--- config.mk ---
export PLATFORM = sky130hd
export DESIGN_NAME = img_bram_streamer
export DESIGN_NICKNAME = d
export VERILOG_FILES = /design/src/rtl/img_bram_streamer.sv
export SDC_FILE = /design/constraint.sdc
export NUM_CORES = 1
export LEC_CHECK = 0
export BUFFER_PORTS_ARGS = -buffer_cell sky130_fd_sc_hd__buf_2
export CAP_MARGIN = 15
export CORE_MARGIN = 4
export CORE_UTILIZATION = 30
export CTS_BUF_LIST = sky130_fd_sc_hd__clkbuf_8
export CTS_CLUSTER_SIZE = 10
export DETAILED_ROUTE_END_ITERATION = 6
export PLACE_DENSITY = 0.59
export SLEW_MARGIN = 20
export SYNTH_ARGS = -nofsm -noshare
export SYNTH_HDL_FRONTEND = slang
export SYNTH_SLANG_ARGS = --single-unit
--- constraint.sdc ---
create_clock -name clk -period 4.6 [get_ports clk]
set_input_delay 0.23 -clock clk [delete_from_list [all_inputs] [get_ports clk]]
set_output_delay 0.23 -clock clk [all_outputs]
set_load 0.05 [all_outputs]
--- src/rtl/img_bram_streamer.sv ---
// img_bram_streamer: reads PIX_COUNT 32-bit words from a read-only BRAM port
// and streams their low bytes out on a valid/ready interface. A frame starts
// on each rising edge of start that arrives while idle.
// Optional feature: define IMG_BRAM_STREAMER_FRAME_CNT_EN to add a 16-bit
// frame_cnt output counting completed frames.
module img_bram_streamer #(
   parameter int PIX_COUNT = 784,
   parameter int ADDR_STEP = 4
) (
   input  logic        clk,
   input  logic        rst_n,
   input  logic        start,
   output logic        clka,
   output logic        rsta,
   output logic        ena,
   output logic [31:0] addra,
   output logic [31:0] dina,
   output logic [3:0]  wea,
   input  logic [31:0] douta,
   output logic [7:0]  m_data,
   output logic        m_valid,
   input  logic        m_ready,
   output logic        m_last,
   output logic        busy,
   output logic        done
`ifdef IMG_BRAM_STREAMER_FRAME_CNT_EN
   ,
   output logic [15:0] frame_cnt
`endif
);

   localparam int IDX_W = $clog2(PIX_COUNT + 1);
   localparam logic [IDX_W-1:0] LAST_IDX = IDX_W'(PIX_COUNT - 1);
   localparam logic [31:0] STEP = 32'(ADDR_STEP);

   typedef enum logic [1:0] {S_IDLE, S_RUN, S_DRAIN} state_t;

   state_t           state_reg, state_next;
   logic             start_q_reg;
   logic             start_tick;
   logic [IDX_W-1:0] idx_reg;
   logic [31:0]      addr_reg;
   logic             pend_reg, pend_last_reg;
   logic [7:0]       fifo_data_reg [2];
   logic [1:0]       fifo_last_reg;
   logic             wr_ptr_reg, rd_ptr_reg;
   logic [1:0]       occ_reg;
   logic [2:0]       load;
   logic             pop, issue, last_issue;
   logic             done_reg;
   logic             unused_douta_hi;

   // BRAM port is read-only and shares our clock/reset
   assign clka = clk;
   assign rsta = ~rst_n;
   assign ena  = 1'b1;
   assign dina = 32'd0;
   assign wea  = 4'd0;
   assign unused_douta_hi = ^douta[31:8];

   assign start_tick = start & ~start_q_reg;
   assign pop        = m_valid & m_ready;
   // words already committed to the FIFO: stored entries plus the read whose data lands next edge
   assign load       = {1'b0, occ_reg} + {2'b00, pend_reg};
   assign issue      = (state_reg == S_RUN) && (load < (3'd2 + {2'b00, pop}));
   assign last_issue = issue && (idx_reg == LAST_IDX);

   assign addra   = addr_reg;
   assign busy    = (state_reg != S_IDLE);
   assign m_valid = (occ_reg != 2'd0);
   assign m_data  = m_valid ? fifo_data_reg[rd_ptr_reg] : 8'h00;
   assign m_last  = m_valid & fifo_last_reg[rd_ptr_reg];
   assign done    = done_reg;

   // state register
   always_ff @(posedge clk or negedge rst_n) begin
      if (!rst_n) state_reg <= S_IDLE;
      else        state_reg <= state_next;
   end

   // next-state logic; start edges outside IDLE fall through unused
   always_comb begin
      state_next = state_reg;
      case (state_reg)
         S_IDLE:  if (start_tick) state_next = S_RUN;
         S_RUN:   if (last_issue) state_next = S_DRAIN;
         S_DRAIN: if (pop && m_last) state_next = S_IDLE;
         default: state_next = S_IDLE;
      endcase
   end

   // start edge detector
   always_ff @(posedge clk or negedge rst_n) begin
      if (!rst_n) start_q_reg <= 1'b0;
      else        start_q_reg <= start;
   end

   // read index and byte address; address holds on the last word until the frame ends
   always_ff @(posedge clk or negedge rst_n) begin
      if (!rst_n) begin
         idx_reg  <= '0;
         addr_reg <= 32'd0;
      end else if (state_next == S_IDLE) begin
         idx_reg  <= '0;
         addr_reg <= 32'd0;
      end else if (issue) begin
         idx_reg <= idx_reg + IDX_W'(1);
         if (!last_issue) addr_reg <= addr_reg + STEP;
      end
   end

   // track the read whose data appears on douta during the next cycle
   always_ff @(posedge clk or negedge rst_n) begin
      if (!rst_n) begin
         pend_reg      <= 1'b0;
         pend_last_reg <= 1'b0;
      end else begin
         pend_reg      <= issue;
         pend_last_reg <= last_issue;
      end
   end

   // 2-entry output FIFO; the issue throttle guarantees a push never meets a full FIFO without a pop
   always_ff @(posedge clk or negedge rst_n) begin
      if (!rst_n) begin
         fifo_data_reg[0] <= 8'h00;
         fifo_data_reg[1] <= 8'h00;
         fifo_last_reg    <= 2'b00;
         wr_ptr_reg       <= 1'b0;
         rd_ptr_reg       <= 1'b0;
         occ_reg          <= 2'd0;
      end else begin
         if (pend_reg) begin
            fifo_data_reg[wr_ptr_reg] <= douta[7:0];
            fifo_last_reg[wr_ptr_reg] <= pend_last_reg;
            wr_ptr_reg                <= ~wr_ptr_reg;
         end
         if (pop) rd_ptr_reg <= ~rd_ptr_reg;
         occ_reg <= occ_reg + {1'b0, pend_reg} - {1'b0, pop};
      end
   end

   // frame-end pulse, one cycle after the final handshake
   always_ff @(posedge clk or negedge rst_n) begin
      if (!rst_n) done_reg <= 1'b0;
      else        done_reg <= pop & m_last;
   end

`ifdef IMG_BRAM_STREAMER_FRAME_CNT_EN
   logic [15:0] frame_cnt_reg;

   // completed-frame counter, wraps at 16 bits
   always_ff @(posedge clk or negedge rst_n) begin
      if (!rst_n)        frame_cnt_reg <= 16'd0;
      else if (done_reg) frame_cnt_reg <= frame_cnt_reg + 16'd1;
   end

   assign frame_cnt = frame_cnt_reg;
`endif

endmodule

==> flow_summary_export.csv <==
group,metric,value,unit
pwr,swShare,46.12,%
final_layout,final_common_cell,"dfrtp_1",
route,wl_per_cell,14.04,um
pwr,power_density,629.7,nW/um^2
final_layout,stdcell_area,4169,sq um
clocking,clkLatencyLatePin,0.45,ns
die,fp.coreArea,12010,sq um
global_routing,grt_pass1_wl,13380,um
die,initial_core_util,30.61,%
worst_setup_path,cp-end-kind,"output port",
final_layout,diodes,0,
global_routing,grt_max_degree,69,
route,drt_wl_total,7989,um
timing,skew,0.003611,ns
timing,setup_viol,0,
worst_setup_path,reg2reg_depth,7,
timing,worst_pin_slew,0.8655,ns
final_layout,final_cell_mix,"68 x dfrtp_1, 55 x buf_2, 39 x conb_1, 30 x nor2_1, 20 x a21oi_1",
synthesis,yosys.area.top_type_share,46.27,%
final_layout,multiInputGateArea,1713,sq um
timing,hold_violations,2,
route,drc_errors,0,
die,fp.dieW,118.7,um
worst_setup_path,worstPathArrival,2.73,ns
clocking,cts_tree,"done",
placement,gp_congestion,0.8021,
pwr,p_clk_share,20.7,%
route,first_pass_iters,4,
route,vias,2708,
placement,io_buffers,55,
timing,slew_headroom,42.30,%
synthesis,synth_ff_type,"dfrtp_1",
route,ant_nets,0,
timing,setup_tns,0,ns
synthesis,synth_area_per_cell,10.24,sq um
synthesis,synth_cells,359,
final_layout,finalNetCount,460,
synthesis,yosysTopAreaCell,"dfrtp_1",
synthesis,yosysUniqueCellTypes,41,
pwr,power_leakage,2.018,nW
final_layout,largest_reg_flops,30,
worst_setup_path,cp-start-kind,"clock port",
die,io_pins,119,
synthesis,async_flop_share,100.0,%
placement,dpl.hpwl,5567,um
timing,slew_violations,0,
global_routing,grt_usage,11.95,%
clocking,postCtsSetupRepairBufs,0,
run_status,violations,"negative hold slack",
final_layout,layout-drive-gt1-share,25.12,%
synthesis,synth_seq_cells,68,
final_layout,fill_cells,1225,
synthesis,syn_area,3677,sq um
pwr,switching_power,1.211,mW
pwr,pwr-share-comb,45.1,%
worst_setup_path,crit_required,4.37,ns
synthesis,synth_edf_count,0,
final_layout,area_growth,13.37,%
synthesis,synth_area_leaders,"dfrtp_1 46%, buf_4 8.2%, mux2_2 5.5%",
pwr,ir_drop,0.0001797,V
route,drt_iter0_drc,101,
pwr,seqPwrFrac,34.2,%
global_routing,antenna_found_initial,0,
final_layout,ff_latch_area,1702,sq um
synthesis,yosysSeqAreaShare,46.27,%
worst_setup_path,worstPathMaxFanout,2,
run_status,status,"complete, but fails checks",
global_routing,grt_pass1_vias,2703,
timing,rsz0062_at_grt,"no",
worst_setup_path,critPathKind,"clock port to output port",
run,max_cap_viol_count,0,
clocking,clkTransAtPathRegs,0.07,ns
die,die_h,118.7,um
die,die_area,14090,sq um
clocking,cts_resized,0,
route,vias_per_cell,4.759,
pwr,p_int,1.414,mW
synthesis,yosys_warnings,0,
placement,place_area,3949,sq um
die,rows,40,
timing,whs,-0.003469,ns
min_path,hp-class,"input pin to asynchronous set/reset pin",
global_routing,grt_overflow,0,
## layer usage
layer / vias to the layer above / GRT usage, % / share of wire [%]
li1: 1311 / - / -
met1: 1297 / 15.59 / 46
met2: 84 / 17.58 / 45
met3: 16 / 4.354 / 6.5
met4: 0 / 5.503 / 2.2
met5: - / 0 / 0
## worst max-delay path, cell delays in order
cell,delay [ns]
clkbuf_8,0.11
clkbuf_8,0.11
buf_2,0.20
## path summary, 6_finish.rpt
kind / from / end / slack (ns)
setup / recovery: clk / clka / 1.64
hold / removal: rst_n / addra[20] / -0.003
setup reg to reg: pend_reg / addra[17] / 1.79
hold reg to reg: wr_ptr_reg / wr_ptr_reg / 0.50
max in group asynchronous: rst_n / wr_ptr_reg / 4.04
min in group clk: douta[5] / fifo_data_reg[5] / 0.02
## metrics by stage
stage	utilization [%]	power (mW)	std cells	setup WS (ns)	hold WS, ns
after detailed placement	32.88	2.153	550	1.801	0.3542
final	34.71	2.625	569	1.645	-0.003469
after floorplan	-	1.924	396	1.903	-0.06559
after CTS	34.71	2.670	569	1.636	0.0001202
after global placement	32.86	2.121	550	1.829	0.3533
after global routing	34.71	2.821	569	1.617	0.009849
## power groups by stage
stage	clock, mW	sequential (mW)	combinational (mW)
after detailed placement	0.0415	0.912	1.20
after floorplan	0.0469	0.959	0.918
final	0.542	0.899	1.18
after global routing	0.595	0.925	1.30
after CTS	0.565	0.901	1.20
after global placement	0.0415	0.902	1.18
## cell families after synthesis
logic type | Yosys count | share of synthesized area (%)
AND/OR/NAND/NOR | 118 | 18.71
buffers and inverters | 64 | 10.96
flip-flops | 68 | 46.27
adder cells (fa/ha/maj) | 6 | 2.041
multiplexers | 29 | 8.506
other | 2 | 0.2042
XOR/XNOR | 20 | 4.763
AO/OA/AOI/OAI | 52 | 8.541
## timing repair
action                     CTS  global route
hold buffers                 1             0
setup endpoints to repair    0             0
hold endpoints to repair     1             0
## cell type report
type / count / area share [%]
Multi-Input combinational cell: 264 / 41.09
Inverter: 12 / 1.080
Tap cell: 147 / 4.412
Clock buffer: 15 / 4.742
Clock inverter: 4 / 0.4202
Timing Repair Buffer: 59 / 7.443
Sequential cell: 68 / 40.82
## synth_stat cells, drive strengths merged, types with 2 or more instances
cell type,n
conb,2
nand3,13
nand4,16
mux2,18
nand2,16
xnor2,4
a21oi,20
buf,50
nor2,30
xor2,16
inv,12
nor2b,2
ha,6
or4,9
o211ai,2
o21a,2
and3,9
clkbuf,2
dfrtp,68
o21ai,14
mux2i,11
or3,9
or2,2
o31ai,11
nor4,5
Power figures use the tool's default switching activity.
